**src/rtl/boot_loader_if.sv**
```systemverilog
// Stream-in, CPU-side and memory-side bus bundle for the boot loader.
interface boot_loader_if;
  logic [0:7]   rx_data;
  logic         rx_valid;
  logic         rx_ready;
  logic [15:31] cpu_address;
  logic [0:31]  cpu_data_out;
  logic [0:3]   cpu_write_en;
  logic [15:31] mem_address;
  logic [0:31]  mem_data_in;
  logic [0:3]   mem_write_en;

  // loader side
  modport slave (
    input  rx_data, rx_valid, cpu_address, cpu_data_out, cpu_write_en,
    output rx_ready, mem_address, mem_data_in, mem_write_en
  );

  // host / system side
  modport master (
    output rx_data, rx_valid, cpu_address, cpu_data_out, cpu_write_en,
    input  rx_ready, mem_address, mem_data_in, mem_write_en
  );
endinterface

```
**src/rtl/boot_loader.sv**
```systemverilog
// Byte-stream program loader: parses SETADDR/DATA/GO frames, writes
// big-endian words to memory, then hands the memory port to the CPU.
module boot_loader #(
  parameter logic [15:31] START_ADDR = 17'h0,
  parameter int           CNT_W      = 16
) (
  input  logic             clock,
  input  logic             reset,
  boot_loader_if.slave     bus,
  output logic             o_cpu_active,
  output logic             o_load_error,
  output logic [CNT_W-1:0] o_words_loaded
);

  typedef enum logic [2:0] {S_CMD, S_ADDR, S_DATA, S_WRITE, S_RUN} state_t;

  localparam logic [0:7] CMD_SETADDR = 8'h01;
  localparam logic [0:7] CMD_DATA    = 8'h02;
  localparam logic [0:7] CMD_GO      = 8'h03;

  state_t           r_state, w_next;
  logic [1:0]       r_cnt;
  logic [15:31]     r_addr;
  logic [0:31]      r_shift;
  logic             r_active, r_err;
  logic [CNT_W-1:0] r_words;
  logic             w_xfer;

  assign w_xfer         = bus.rx_valid & bus.rx_ready;
  assign o_cpu_active   = r_active;
  assign o_load_error   = r_err;
  assign o_words_loaded = r_words;

  // state register; async reset drops any in-flight frame or write
  always_ff @(posedge clock or posedge reset) begin
    if (reset) r_state <= S_CMD;
    else       r_state <= w_next;
  end

  // next state plus memory-port / ready muxing
  always_comb begin
    w_next           = r_state;
    bus.rx_ready     = 1'b0;
    bus.mem_write_en = 4'h0;
    bus.mem_address  = r_addr;
    bus.mem_data_in  = '0;
    case (r_state)
      S_CMD: begin
        bus.rx_ready = 1'b1;
        if (bus.rx_valid) begin
          case (bus.rx_data)
            CMD_SETADDR: w_next = S_ADDR;
            CMD_DATA:    w_next = S_DATA;
            CMD_GO:      w_next = S_RUN;
            default:     w_next = S_CMD;
          endcase
        end
      end
      S_ADDR: begin
        bus.rx_ready = 1'b1;
        if (bus.rx_valid && r_cnt == 2'd2) w_next = S_CMD;
      end
      S_DATA: begin
        bus.rx_ready = 1'b1;
        if (bus.rx_valid && r_cnt == 2'd3) w_next = S_WRITE;
      end
      S_WRITE: begin
        bus.mem_write_en = 4'hF;
        bus.mem_data_in  = r_shift;
        w_next           = S_CMD;
      end
      S_RUN: begin
        // CPU owns memory with no added latency
        bus.mem_write_en = bus.cpu_write_en;
        bus.mem_address  = bus.cpu_address;
        bus.mem_data_in  = bus.cpu_data_out;
      end
      default: w_next = S_CMD;
    endcase
  end

  // datapath: byte shifter, address counter, status flags
  always_ff @(posedge clock or posedge reset) begin
    if (reset) begin
      r_cnt    <= 2'd0;
      r_addr   <= START_ADDR;
      r_shift  <= '0;
      r_active <= 1'b0;
      r_err    <= 1'b0;
      r_words  <= '0;
    end else begin
      case (r_state)
        S_CMD: if (w_xfer) begin
          case (bus.rx_data)
            CMD_SETADDR, CMD_DATA: begin
              r_cnt   <= 2'd0;
              r_shift <= '0;
            end
            CMD_GO:  r_active <= 1'b1;
            default: r_err    <= 1'b1;
          endcase
        end
        S_ADDR: if (w_xfer) begin
          r_shift <= {r_shift[8:31], bus.rx_data};
          r_cnt   <= r_cnt + 2'd1;
          // 24-bit big-endian value, keep the low 17 bits
          if (r_cnt == 2'd2) r_addr <= {r_shift[23:31], bus.rx_data};
        end
        S_DATA: if (w_xfer) begin
          r_shift <= {r_shift[8:31], bus.rx_data};
          r_cnt   <= r_cnt + 2'd1;
        end
        S_WRITE: begin
          r_addr  <= r_addr + 17'd1;
          r_words <= r_words + CNT_W'(1);
        end
        default: ;
      endcase
    end
  end

endmodule

```
**src/flat_wrapper.sv**
```systemverilog
// flat-port wrapper written by rule: the top's interface ports become plain ports
module boot_loader_flat 
#(
  parameter logic [15:31] START_ADDR = 17'h0,
  parameter int           CNT_W      = 16
)
  (clock, reset, o_cpu_active, o_load_error, o_words_loaded, bus_rx_data, bus_rx_valid, bus_cpu_address, bus_cpu_data_out, bus_cpu_write_en, bus_rx_ready, bus_mem_address, bus_mem_data_in, bus_mem_write_en);
  boot_loader_if bus_i ();
  input  logic clock;
  input  logic reset;
  output logic o_cpu_active;
  output logic o_load_error;
  output logic [CNT_W-1:0] o_words_loaded;
  input wire logic [$bits(bus_i.rx_data)-1:0] bus_rx_data;
  input wire logic [$bits(bus_i.rx_valid)-1:0] bus_rx_valid;
  input wire logic [$bits(bus_i.cpu_address)-1:0] bus_cpu_address;
  input wire logic [$bits(bus_i.cpu_data_out)-1:0] bus_cpu_data_out;
  input wire logic [$bits(bus_i.cpu_write_en)-1:0] bus_cpu_write_en;
  output wire logic [$bits(bus_i.rx_ready)-1:0] bus_rx_ready;
  output wire logic [$bits(bus_i.mem_address)-1:0] bus_mem_address;
  output wire logic [$bits(bus_i.mem_data_in)-1:0] bus_mem_data_in;
  output wire logic [$bits(bus_i.mem_write_en)-1:0] bus_mem_write_en;
  assign bus_i.rx_data = bus_rx_data;
  assign bus_i.rx_valid = bus_rx_valid;
  assign bus_i.cpu_address = bus_cpu_address;
  assign bus_i.cpu_data_out = bus_cpu_data_out;
  assign bus_i.cpu_write_en = bus_cpu_write_en;
  assign bus_rx_ready = bus_i.rx_ready;
  assign bus_mem_address = bus_i.mem_address;
  assign bus_mem_data_in = bus_i.mem_data_in;
  assign bus_mem_write_en = bus_i.mem_write_en;
  boot_loader #(.START_ADDR(START_ADDR), .CNT_W(CNT_W)) u_core (.clock(clock), .reset(reset), .bus(bus_i), .o_cpu_active(o_cpu_active), .o_load_error(o_load_error), .o_words_loaded(o_words_loaded));
endmodule
```
**config.mk**
```make
export PLATFORM = sky130hd
export DESIGN_NAME = boot_loader_flat
export DESIGN_NICKNAME = d
export VERILOG_FILES = /design/src/rtl/boot_loader_if.sv /design/src/rtl/boot_loader.sv /design/src/flat_wrapper.sv
export SDC_FILE = /design/constraint.sdc
export NUM_CORES = 1
export LEC_CHECK = 0
export ABC_CLOCK_PERIOD_IN_PS = 2800
export BUFFER_PORTS_ARGS = -buffer_cell sky130_fd_sc_hd__buf_2
export CORE_ASPECT_RATIO = 1.4
export CORE_MARGIN = 8
export CORE_UTILIZATION = 50
export DETAILED_ROUTE_END_ITERATION = 10
export PLACE_DENSITY = 0.78
export SLEW_MARGIN = 20
export SYNTH_ARGS = -nofsm -noshare
export SYNTH_HDL_FRONTEND = slang
export SYNTH_SLANG_ARGS = --single-unit
export TNS_END_PERCENT = 10
```
**constraint.sdc**
```tcl
create_clock -name clock -period 2.8 [get_ports clock]
set_clock_uncertainty 0.1 [all_clocks]
set_input_delay 0.7 -clock clock [delete_from_list [all_inputs] [get_ports clock]]
set_output_delay 0.7 -clock clock [all_outputs]
set_load 0.02 [all_outputs]
```
# Yosys cells after proc, flatten, opt, wreduce, memory -nomap -nowiden
# Index checks and enable logic that the tools add are counted.
[word_totals] regBits=72 input_bits=64 output_inout_bits=72
[op_classes] n_addsub=3 n_eq_ne=17 muxes=20 bitwise=3 n_reduce_logical=14
[op_table] cell="$pmux W32 S2" n=2
[op_table] cell="$mux W32" n=3
[op_table] cell="$mux W17" n=3
[op_table] cell="$pmux W17 S2" n=1
[op_table] cell="$add A17 B1 Y17 const B" n=1
[op_table] cell="$add A16 B1 Y16 const B" n=1
[op_table] cell="$eq A8 B2 Y1 const B" n=2
[op_table] cell="$ne A2 B1 Y1 const B" n=6
[op_table] cell="$pmux W3 S4" n=1
[op_table] cell="$mux W3" n=3
[op_table] cell="$pmux W3 S3" n=1
[op_table] cell="$reduce_and A3 Y1" n=3
[op_table] cell="$eq A8 B1 Y1 const B" n=1
[op_table] cell="$pmux W4 S2" n=1
[op_table] cell="$reduce_and A4 Y1" n=2
[op_table] cell="$eq A3 B2 Y1 const B" n=2
[op_table] cell="$mux W2" n=3
[op_table] cell="$reduce_or A3 Y1" n=2
[op_table] cell="$eq A2 B2 Y1 const B" n=2
[op_table] cell="$ne A2 B2 Y1 const B" n=2
[op_table] cell="$pmux W2 S2" n=1
[op_table] cell="$reduce_bool A2 Y1" n=2
[op_table] cell="$reduce_or A2 Y1" n=2
[op_table] cell="$eq A3 B1 Y1 const B" n=1
[op_table] cell="7 further kinds" n=9

# Depth between registers and ports, before layout
# Gate-level depths: netlist of run 1.
[depth] ltp_word=6 ltp_mapped=7 mapped_depth_nobuf=6

# Worst setup path after synthesis of run 1
# Ideal clock, no wire load.
[synth_timing] path_type="register to output" startpoint="register u_core.r_state[1]" endpoint="output bus_mem_address[10]" arrival_time_ns=1.691 required_time_ns=2.000 path_slack_ns=0.309 stages_incl_launch_ff=8 cell_sequence="dfrtp_1 nor2_1 and2_1 clkbuf_1 buf_2 clkbuf_1 nand2_1 o21ai_0"
[synth_between] elab_chain_len=2
[synth_lines] element="start: declaration" line_no="boot_loader.sv:21" source="state_t r_state, w_next;"
[synth_lines] element="start signal: assignment" line_no="boot_loader.sv:37" source="else r_state <= w_next;"
[synth_lines] element="$eq A3 B3 Y1" line_no="boot_loader.sv:47" source="case (r_state)"
[synth_lines] element="$mux W17" line_no="boot_loader.sv:47"
[synth_lines] element="end: declaration" line_no="flat_wrapper.sv:20" source="output wire logic [$bits(bus_i.mem_address)-1:0] bus_mem_address;"
# No other way between the ends.

# Worst setup path in the final report of run 1
[layout_timing] startpoint="register u_core.r_state[2]" endpoint="output bus_mem_address[13]"
# Same word-level chain as after synthesis.

==> reports/metrics.yaml, run 1 <==
clock_network:
  cts-hold-fix-buffers: 0
  clock-root-buffer: "sky130_fd_sc_hd__clkbuf_8"
  cts_resized: 0
  cts.repair_timing.setup_buffer_count: 0
  ctsHtreeMaxLevel: 3
  clock_latency_ns: 0.35
  cts_buffer_depth: 2
  clk_slew_on_worst_s_h_paths_ns: 0.07
  clock_buffer_count_from_cts: 9
  cts_sinks: 72
  tritoncts: "yes"
detailed_routing:
  detailroute.wirelength.met3_um: 789
  drcViolationCount: 0
  routedLengthMet1_mm: 4.262
  detailroute.via_count: 3605
  highest_layer: "met4"
  routed-wl-met2_mm: 5.588
  avgRoutedWirePerCell_um: 17.98
  antenna_violating_nets_post_route: 0
  route.detailed.vias_per_inst: 5.939
  drt_first_iter_violations: 198
  drt-pass1-iter-count: 5
  sum_of_routed_wire_length_over_all_layers_mm: 10.91
logic_synthesis:
  synth_top_cell_area_share_pct: 47.29
  asyncSetResetFlopFracSynth_pct: 100.0
  synth.top_cells.by_area: "sky130_fd_sc_hd__dfrtp_1 (47%), sky130_fd_sc_hd__a22o_1 (14%), sky130_fd_sc_hd__mux2_2 (3.8%)"
  synth.yosys.seq_area_share_pct: 47.29
  ys_ff_latch: 72
  syn_nets: 439
  synthFlopType: "sky130_fd_sc_hd__dfrtp_1"
  syn-cell-area_mm2: 0.003810
  synth-edff-count: 0
  syn-mean-instance-area_um2: 10.27
  synth_warnings: 0
  syn_inst: 371
  post-synth-top-area-cell: "sky130_fd_sc_hd__dfrtp_1"
  synthDistinctLibCells: 50
global_route:
  antenna_found_initial: 0
  grt_first_pass_wirelength_mm: 17.68
  grt_start_max_net_pins: 38
  grt_use_total_pct: 19.92
  grt_pass1_vias: 3590
  globalRoute.totalOverflow: 0
timing:
  maxSlewViolCount: 0
  finalSetupTns_ns: 0
  fin_crit_sh_pct: 95.15
  setup_viol: 0
  finalWorstPathRequiredPeriod_ns: 2.664
  fmax_mhz: 375.3
  timing_worst_slew_pin_value_ns: 0.7691
  number_of_failing_hold_endpoints_at_the_final_stage: 0
  slew-limit-headroom_pct: 48.65
  rsz_0062_raised_after_global_routing: "no"
final_layout:
  drive_gt1_share_pct: 37.06
  num-fill-cells: 604
  finish.instance_area_mm2: 0.004813
  n_diodes: 0
  area.growth.synth_to_final_pct: 26.34
  finish.net_count: 574
power_and_ir_drop:
  powerDensity_mw_per_mm2: 788.3
  switching_power_mw: 1.413
  power.static_leakage_nw: 2.469
  cellInternalPower_mw: 2.382
  power.ir.vdd_worst_v: 0.0004160
  power.sequential.fraction_pct: 44.7
  p_comb_share_pct: 34.3
  p_clk_share_pct: 21.0
  swShare_pct: 37.23
critical_path:
  critical_path.endpoint_type: "primary output"
  crit_required_ns: 2.00
  ff2ff_path_depth: 5
  critical_path_class: "flip-flop to primary output"
  critPathLaunchType: "flip-flop"
  worstPathMaxFanout: 29
  arrival_ns: 1.86
hold_path:
  worstHoldPathCells: 1
  worst_hold_path_type: "flip-flop to flip-flop"
placement:
  dp_hpwl_mm: 8.117
  routability_congestion_estimate_from_global_placement: 0.8854
  buffer_ports.inserted: 135
  dp_area_mm2: 0.004626
run:
  drv_cap: 0
die:
  floorplan_row_count: 37
  initial_utilization_pct: 51.76
  die-area_mm2: 0.01071
  io_pins: 136
  placeableCoreArea_mm2: 0.007361
  die_h_um: 119.3
  dieWidth_um: 89.78
status:
  run_status: "finished, final reports clean"
[layer usage]
metal / vias to the layer above / track usage, %
met5: - / 0
met4: 0 / 10.31
met3: 21 / 3.457
met2: 169 / 34.81
met1: 1747 / 22.77
li1: 1668 / -
[Yosys cell counts (3+ instances only)]
cell                       number
sky130_fd_sc_hd__nor4_1         5
sky130_fd_sc_hd__o22ai_1        5
sky130_fd_sc_hd__buf_2          6
sky130_fd_sc_hd__nand4_1        7
sky130_fd_sc_hd__clkbuf_1      13
sky130_fd_sc_hd__xnor2_1       10
sky130_fd_sc_hd__a21oi_1        9
sky130_fd_sc_hd__xor2_1         7
sky130_fd_sc_hd__ha_1           4
sky130_fd_sc_hd__inv_1          9
sky130_fd_sc_hd__buf_6          3
sky130_fd_sc_hd__a22o_2         3
sky130_fd_sc_hd__o21ai_0       14
sky130_fd_sc_hd__mux2_2        13
sky130_fd_sc_hd__nor2_1        23
sky130_fd_sc_hd__nand3_1       10
sky130_fd_sc_hd__nor3_1        12
sky130_fd_sc_hd__and3_1         4
sky130_fd_sc_hd__a22o_1        61
sky130_fd_sc_hd__a211oi_1       3
sky130_fd_sc_hd__nand2_1       30
sky130_fd_sc_hd__a22oi_1        3
sky130_fd_sc_hd__dfrtp_1       72
sky130_fd_sc_hd__nor2b_1        4
sky130_fd_sc_hd__a31o_2         4
sky130_fd_sc_hd__a31oi_1        5
[path summary, 6_finish.rpt]
check,end,slack [ns],from
max,bus_mem_address[13],0.14,u_core.r_state[2]$_DFFE_PP0P_
min,u_core.o_words_loaded[15]$_DFFE_PP0N_,0.37,u_core.o_words_loaded[15]$_DFFE_PP0N_
max reg2reg,u_core.r_addr[16]$_DFFE_PP0P_,0.67,u_core.r_state[2]$_DFFE_PP0P_
max in group asynchronous,u_core.r_addr[20]$_DFFE_PP0P_,1.55,reset
min in group asynchronous,u_core.r_shift[17]$_DFFE_PP0P_,0.39,reset
min reg2reg,u_core.o_words_loaded[15]$_DFFE_PP0N_,0.37,u_core.o_words_loaded[15]$_DFFE_PP0N_
[power groups by stage]
stage	clock, mW	combinational [mW]	sequential [mW]
global placement	0	1.27	1.70
global route	0.857	1.42	1.73
CTS	0.809	1.31	1.69
detailed placement	0	1.30	1.71
floorplan	0	0.965	1.58
finish	0.796	1.30	1.70
[worst max-delay path: stages, from the launching register on]
cell and delay, ns:
sky130_fd_sc_hd__dfrtp_1 0.53, sky130_fd_sc_hd__and2_2 0.27, sky130_fd_sc_hd__buf_12 0.19, sky130_fd_sc_hd__mux2_2 0.35, sky130_fd_sc_hd__buf_2 0.16
[cell type report]
class                      count  area (µm²)  area share, %
sequential                    72        1802          37.43
inverter                       9       33.78         0.7018
timing repair buffer         148       810.8          16.84
multi-input combinational    266        1858          38.60
clock buffer                  12       145.1          3.015
clock inverter                 3       42.54         0.8838
tap                           97       121.4          2.521
[cell families after synthesis]
group           after synthesis  share of synthesized area [%]
buf+inv                      33                          4.039
flops                        72                          47.29
compound gates              119                          24.56
xor+xnor                     17                          3.908
fa+ha+maj                     4                          1.314
simple gates                113                          15.04
mux                          13                          3.842
[through the flow]
step / power [mW] / setup WS [ns] / std cells / hold WS [ns] / utilization, %
detailed placement: 3.011 / 0.3196 / 592 / 0.3597 / 62.84
global route: 4.008 / 0.06241 / 607 / 0.3821 / 65.39
global placement: 2.966 / 0.3723 / 592 / 0.3529 / 62.84
CTS: 3.811 / 0.1287 / 607 / 0.3753 / 65.39
finish: 3.794 / 0.1357 / 607 / 0.3670 / 65.39
floorplan: 2.541 / 0.1751 / 371 / 0.3664 / -
[sequential cells by signal, indices dropped and copies added, names as in the netlist]
signal                 flops
u_core.r_shift            32
u_core.r_addr             17
u_core.o_words_loaded     16
u_core.r_state             3
u_core.r_cnt               2
u_core.o_cpu_active        1
u_core.o_load_error        1
[layout by cell type, fill, tap and decap left out, types with 10 or more instances in the layout]
cell type / n
sky130_fd_sc_hd__nand2_1: 30
sky130_fd_sc_hd__nand3_1: 10
sky130_fd_sc_hd__buf_4: 10
sky130_fd_sc_hd__a22o_1: 61
sky130_fd_sc_hd__clkbuf_8: 10
sky130_fd_sc_hd__mux2_2: 13
sky130_fd_sc_hd__o21ai_0: 14
sky130_fd_sc_hd__nor2_1: 22
sky130_fd_sc_hd__dfrtp_1: 72
sky130_fd_sc_hd__buf_2: 135
sky130_fd_sc_hd__nor3_1: 12
sky130_fd_sc_hd__xnor2_1: 10
No activity file was read; power rests on OpenSTA's default activity.
==> run 2: changes to the inputs <==
- ABC_AREA: unset -> 1
- ABC_CLOCK_PERIOD_IN_PS: 2800 -> 3100
- CORE_UTILIZATION: 50 -> 56
- PLACE_DENSITY: 0.78 -> 0.84
- clock period: 2.8 -> 3.1 ns (I/O delays scaled with it)
==> reports/metrics.yaml, run 2 <==
critical_path:
  arrival_ns: 2.04
  critPathLaunchType: "flip-flop"
  timing.critical_path.cells: "inv_1, nand2_2, inv_2, nand2_1, o21ai_0, buf_2"
  timing.critical_path.buf_inv: 3
  r2r_setup_slack_ns: 0.93
  critical_path_class: "flip-flop to primary output"
  crit_required_ns: 2.22
  critical_path.max_stage_delay_ns: 0.42
  crit_slowest_cell: "sky130_fd_sc_hd__o21ai_0"
  worstPathMaxFanout: 21
  critical-path-top-delay-family: "simple AND/OR/NAND/NOR gates"
  critical_path.endpoint_type: "primary output"
placement:
  dp_hpwl_mm: 9.794
  buffer_ports.inserted: 135
  dp_area_mm2: 0.005155
  dpl.cell_count: 815
  routability_congestion_estimate_from_global_placement: 0.8932
logic_synthesis:
  ys_ff_latch: 72
  synthFlopType: "sky130_fd_sc_hd__dfrtp_1"
  syn-mean-instance-area_um2: 7.364
  post-synth-top-count-cell: "sky130_fd_sc_hd__nand2_1"
  synth.cells.most_frequent: "sky130_fd_sc_hd__nand2_1 (183), sky130_fd_sc_hd__dfrtp_1 (72), sky130_fd_sc_hd__inv_1 (67), sky130_fd_sc_hd__nor2_1 (46), sky130_fd_sc_hd__nand4_1 (42)"
  synthDistinctLibCells: 33
  synth_warnings: 0
  synth.top_cells.by_area: "sky130_fd_sc_hd__dfrtp_1 (41%), sky130_fd_sc_hd__nand2_1 (15%), sky130_fd_sc_hd__nand4_1 (5.9%)"
  synth.yosys.seq_area_share_pct: 40.51
  asyncSetResetFlopFracSynth_pct: 100.0
  syn_nets: 672
  synth_top_cell_area_share_pct: 40.51
  post-synth-top-area-cell: "sky130_fd_sc_hd__dfrtp_1"
  synth-edff-count: 0
  syn-cell-area_mm2: 0.004448
  syn_inst: 604
detailed_routing:
  antenna_violating_nets_post_route: 0
  drcViolationCount: 0
  drt_first_iter_violations: 267
  sum_of_routed_wire_length_over_all_layers_mm: 13.20
  detailroute.via_count: 4596
  route.detailed.vias_per_inst: 5.531
  drt-pass1-iter-count: 5
  avgRoutedWirePerCell_um: 15.89
timing:
  fin_crit_sh_pct: 93.90
  timing_worst_slew_pin_value_ns: 0.6229
  setup_viol: 0
  number_of_failing_hold_endpoints_at_the_final_stage: 0
  fmax_mhz: 343.5
  hold_slack_ns: 0.3759
  finalWorstPathRequiredPeriod_ns: 2.911
  finalSetupTns_ns: 0
  maxSlewViolCount: 0
  rsz_0062_raised_after_global_routing: "no"
  slew-limit-headroom_pct: 58.37
final_layout:
  area.growth.synth_to_final_pct: 20.34
  layout_common_cells: "sky130_fd_sc_hd__nand2_1 (183), sky130_fd_sc_hd__buf_2 (135), sky130_fd_sc_hd__dfrtp_1 (72), sky130_fd_sc_hd__inv_1 (66), sky130_fd_sc_hd__nor2_1 (45)"
  largest_register_ffs: 32
  mostFrequentLayoutCell: "sky130_fd_sc_hd__nand2_1"
  finish.cell_count_without_fillers: 831
  finish.net_count: 794
  finish.instance_area_mm2: 0.005353
  drive_gt1_share_pct: 24.62
  top_register: "u_core.r_shift"
  n_diodes: 0
clock_network:
  clock_buffer_count_from_cts: 9
  cts_resized: 0
  clock-root-buffer: "sky130_fd_sc_hd__clkbuf_8"
  cts_buffer_depth: 2
  clock_latency_ns: 0.35
  cts.repair_timing.setup_buffer_count: 0
  clk_slew_on_worst_s_h_paths_ns: 0.07
  ctsHtreeMaxLevel: 3
  cts-hold-fix-buffers: 0
  tritoncts: "yes"
  cts_sinks: 72
power_and_ir_drop:
  power.ir.vdd_worst_v: 0.0002282
  powerDensity_mw_per_mm2: 353.9
  power.static_leakage_nw: 2.910
hold_path:
  worst_hold_path_type: "flip-flop to flip-flop"
die:
  initial_utilization_pct: 57.39
  io_pins: 136
  die_h_um: 121.5
  floorplan_row_count: 38
  dieWidth_um: 91.32
  die-area_mm2: 0.01109
  placeableCoreArea_mm2: 0.007750
global_route:
  grt_start_max_net_pins: 73
  antenna_found_initial: 0
  grt_first_pass_wirelength_mm: 21.57
  grt_use_total_pct: 23.79
  globalRoute.totalOverflow: 0
  grt_pass1_vias: 4619
status:
  run_status: "finished, final reports clean"
run:
  drv_cap: 0
-- run 2: cell count changes after synthesis, sizes merged, moves of 10 or more --
cell,change
nand4,+35
o21ai,+21
nand3,+32
clkbuf,-10
inv,+62
nor2,+28
a32o,+22
buf,+19
nand2,+154
a22o,-64
-- run 2: kinds of logic (layout without fill, tap and decap cells) --
logic type	count (synthesis)	in the layout	share of synthesized area [%]
AND/OR/NAND/NOR	325	325	32.55
flip-flops	72	72	40.51
XOR/XNOR	14	14	2.757
buffers and inverters	104	231	9.958
AO/OA/AOI/OAI	81	81	12.10
adder cells (fa/ha/maj)	4	4	1.125
multiplexers	4	4	1.013
-- run 2: area by class of cell --
type	count	area, µm²
inverters	71	266.5
clock buffers	11	141.4
clock inverters	5	56.30
flip-flops and latches	72	1802
repair buffers	144	755.7
multi-input cells	428	2206
fillers	666	2397
well taps	100	125.1
-- run 2: through the flow --
step	setup WS [ns]	total power, mW	util, %
finish	0.1890	1.895	69.07
global route	0.03079	1.956	69.07
CTS	0.1587	1.903	69.07
detailed placement	0.5536	1.160	66.52
global placement	0.6182	1.156	66.52
floorplan	0.4001	1.068	-
-- run 2: final timing paths --
check,start,end,cells past startpoint
max,u_core.r_state[2]$_DFFE_PP0P_,bus_mem_data_in[5],6
min,u_core.o_load_error$_DFFE_PP0P_,u_core.o_load_error$_DFFE_PP0P_,2
max reg2reg,u_core.r_state[2]$_DFFE_PP0P_,u_core.r_shift[29]$_DFFE_PP0P_,8
min reg2reg,u_core.o_load_error$_DFFE_PP0P_,u_core.o_load_error$_DFFE_PP0P_,2
max in group asynchronous,reset,u_core.o_load_error$_DFFE_PP0P_,3
min in group asynchronous,reset,u_core.r_shift[13]$_DFFE_PP0P_,3
-- run 2: power by group --
| group | internal [mW] | switching [mW] | leakage [nW] | total, mW |
|---|---|---|---|---|
| registers | 0.938 | 0 | 0.986 | 0.938 |
| logic | 0.0814 | 0.120 | 1.82 | 0.201 |
| clock network | 0.393 | 0.362 | 0.0993 | 0.755 |
-- run 2: tightest hold or removal path, cell delays in order, from the launching register on --
cell	delay, ns
sky130_fd_sc_hd__dfrtp_1	0.35
sky130_fd_sc_hd__inv_1	0.04
sky130_fd_sc_hd__nand2_1	0.06
-- run 2: layer usage --
layer / routed length, µm / track usage [%]
met5: 0 / 0
met3: 684 / 4.892
met2: 6772 / 41.54
met1: 5281 / 26.50
met4: 466 / 13.05
==> run 3: changes to the inputs <==
- ABC_CLOCK_PERIOD_IN_PS: 3100 -> 2650
- CORE_UTILIZATION: 56 -> 47
- PLACE_DENSITY: 0.84 -> 0.75
- SKIP_LAST_GASP: unset -> 1
- clock period: 3.1 -> 2.65 ns (I/O delays scaled with it)
==> reports/metrics.yaml, run 3 (synthesized netlist as in run 2, its figures left out) <==
final_layout:
  finish.instance_area_mm2: 0.005485
  top_register: "u_core.r_shift"
  final_core_util_pct: 58.64
  area.growth.synth_to_final_pct: 23.32
  layout_common_cells: "sky130_fd_sc_hd__nand2_1 (183), sky130_fd_sc_hd__buf_2 (135), sky130_fd_sc_hd__dfrtp_1 (72), sky130_fd_sc_hd__inv_1 (66), sky130_fd_sc_hd__nor2_1 (45)"
  mostFrequentLayoutCell: "sky130_fd_sc_hd__nand2_1"
  drive_gt1_share_pct: 24.52
  largest_register_ffs: 32
  finish.net_count: 795
  n_diodes: 0
detailed_routing:
  sum_of_routed_wire_length_over_all_layers_mm: 13.23
  route.detailed.vias_per_inst: 5.515
  drt-pass1-iter-count: 5
  avgRoutedWirePerCell_um: 15.75
  drt_first_iter_violations: 224
  drcViolationCount: 0
  antenna_violating_nets_post_route: 0
  detailroute.via_count: 4633
placement:
  buffer_ports.inserted: 135
  routability_congestion_estimate_from_global_placement: 0.9564
  dpl_worst_slack_ns: 0.4097
  dp_area_mm2: 0.005187
  dp_hpwl_mm: 9.928
clock_network:
  cts.repair_timing.setup_buffer_count: 0
  cts_buffer_depth: 2
  clock_buffer_count_from_cts: 9
  tritoncts: "yes"
  cts_sinks: 72
  clock-root-buffer: "sky130_fd_sc_hd__clkbuf_16"
  ctsHtreeMaxLevel: 3
  clk_slew_on_worst_s_h_paths_ns: 0.06
  clock_latency_ns: 0.33
die:
  initial_utilization_pct: 47.55
  placeableCoreArea_mm2: 0.009354
  die-area_mm2: 0.01288
  die_h_um: 131.1
  floorplan_row_count: 42
  io_pins: 136
  dieWidth_um: 98.22
power_and_ir_drop:
  powerDensity_mw_per_mm2: 459.8
  total_power_mw: 2.522
  power.static_leakage_nw: 2.967
  power.ir.vdd_worst_v: 0.0003865
global_route:
  grt_pass1_vias: 4567
  grt_start_max_net_pins: 52
  grt_first_pass_wirelength_mm: 21.89
  antenna_found_initial: 0
  grt_use_total_pct: 20.71
  globalRoute.totalOverflow: 0
timing:
  finalSetupTns_ns: 0
  final_worst_setup_slack_ns: 0.1135
  setup_viol: 0
  fmax_mhz: 394.2
  timing_worst_slew_pin_value_ns: 0.4851
  maxSlewViolCount: 0
  slew-limit-headroom_pct: 67.61
  rsz_0062_raised_after_global_routing: "yes"
  fin_crit_sh_pct: 95.72
  number_of_failing_hold_endpoints_at_the_final_stage: 0
  finalWorstPathRequiredPeriod_ns: 2.536
critical_path:
  critical_path.endpoint_type: "primary output"
  crit_required_ns: 1.89
  worstPathMaxFanout: 37
  critPathLaunchType: "flip-flop"
  critical_path_class: "flip-flop to primary output"
  arrival_ns: 1.77
status:
  run_status: "finished, final reports clean"
run:
  drv_cap: 0
hold_path:
  worst_hold_path_type: "input port to asynchronous set/reset pin"
run 3: cell count changes in the layout (fill, tap and decap cells not counted), sizes merged:
| cell | before | now |
|---|---|---|
| buf | 144 | 145 |
| clkinv | 3 | 2 |
| clkinvlp | 1 | 0 |
run 3: critical path, cell delays in order, from the launching register on:
cell and delay, ns:
sky130_fd_sc_hd__dfrtp_1 0.45, sky130_fd_sc_hd__nor2_2 0.19, sky130_fd_sc_hd__buf_8 0.25, sky130_fd_sc_hd__nand3_1 0.14
sky130_fd_sc_hd__o21ai_0 0.16, sky130_fd_sc_hd__buf_2 0.24
run 3: what timing repair did:
action,CTS,global route
endpoints found under the setup margin,0,6
hold buffers,0,0
gates resized for setup,0,3
run 3: stage by stage:
step / cells / hold WS, ns
after CTS: 840 / 0.2566
after global placement: 826 / 0.3517
after detailed placement: 826 / 0.3611
final: 840 / 0.2463
after floorplan: 604 / 0.3422
after global routing: 840 / 0.2799
run 3: final timing paths:
check / slack [ns] / start / cells past startpoint / endpoint
min reg2reg: 0.37 / u_core.r_shift[7]$_DFFE_PP0P_ / 2 / u_core.r_shift[7]$_DFFE_PP0P_
min: 0.25 / reset / 2 / u_core.r_shift[13]$_DFFE_PP0P_
max reg2reg: 0.75 / u_core.r_state[1]$_DFFE_PP0P_ / 6 / u_core.o_words_loaded[13]$_DFFE_PP0N_
max in group asynchronous: 1.56 / reset / 3 / u_core.r_addr[22]$_DFFE_PP0P_
max: 0.11 / u_core.r_state[1]$_DFFE_PP0P_ / 5 / bus_mem_data_in[3]
min in group clock: 0.37 / u_core.r_shift[7]$_DFFE_PP0P_ / 2 / u_core.r_shift[7]$_DFFE_PP0P_
run 3: layer usage:
metal  wire [µm]  share of wire, %  vias up  global-route usage, %
li1            -                 -     2253                      -
met1        5081                38     2185                  22.14
met2        6847                52      162                  36.78
met3         841               6.4       33                  4.968
met4         462               3.5        0                  10.80
met5           0                 0        -                      0
run 3: final cells by class:
cell class	count	area, µm²
clock buffer	11	242.7
clock inverter	3	43.79
fill	865	3869
inverter	71	266.5
multi-input combinational	428	2206
sequential	72	1802
tap	110	137.6
timing repair buffer	145	787.0
run 3: report_power, final:
group | switching (mW) | leakage, nW | internal (mW)
clock network | 0.439 | 0.141 | 0.743
registers | 0 | 0.986 | 1.10
logic | 0.144 | 1.84 | 0.0953
total | 0.583 | 2.97 | 1.94
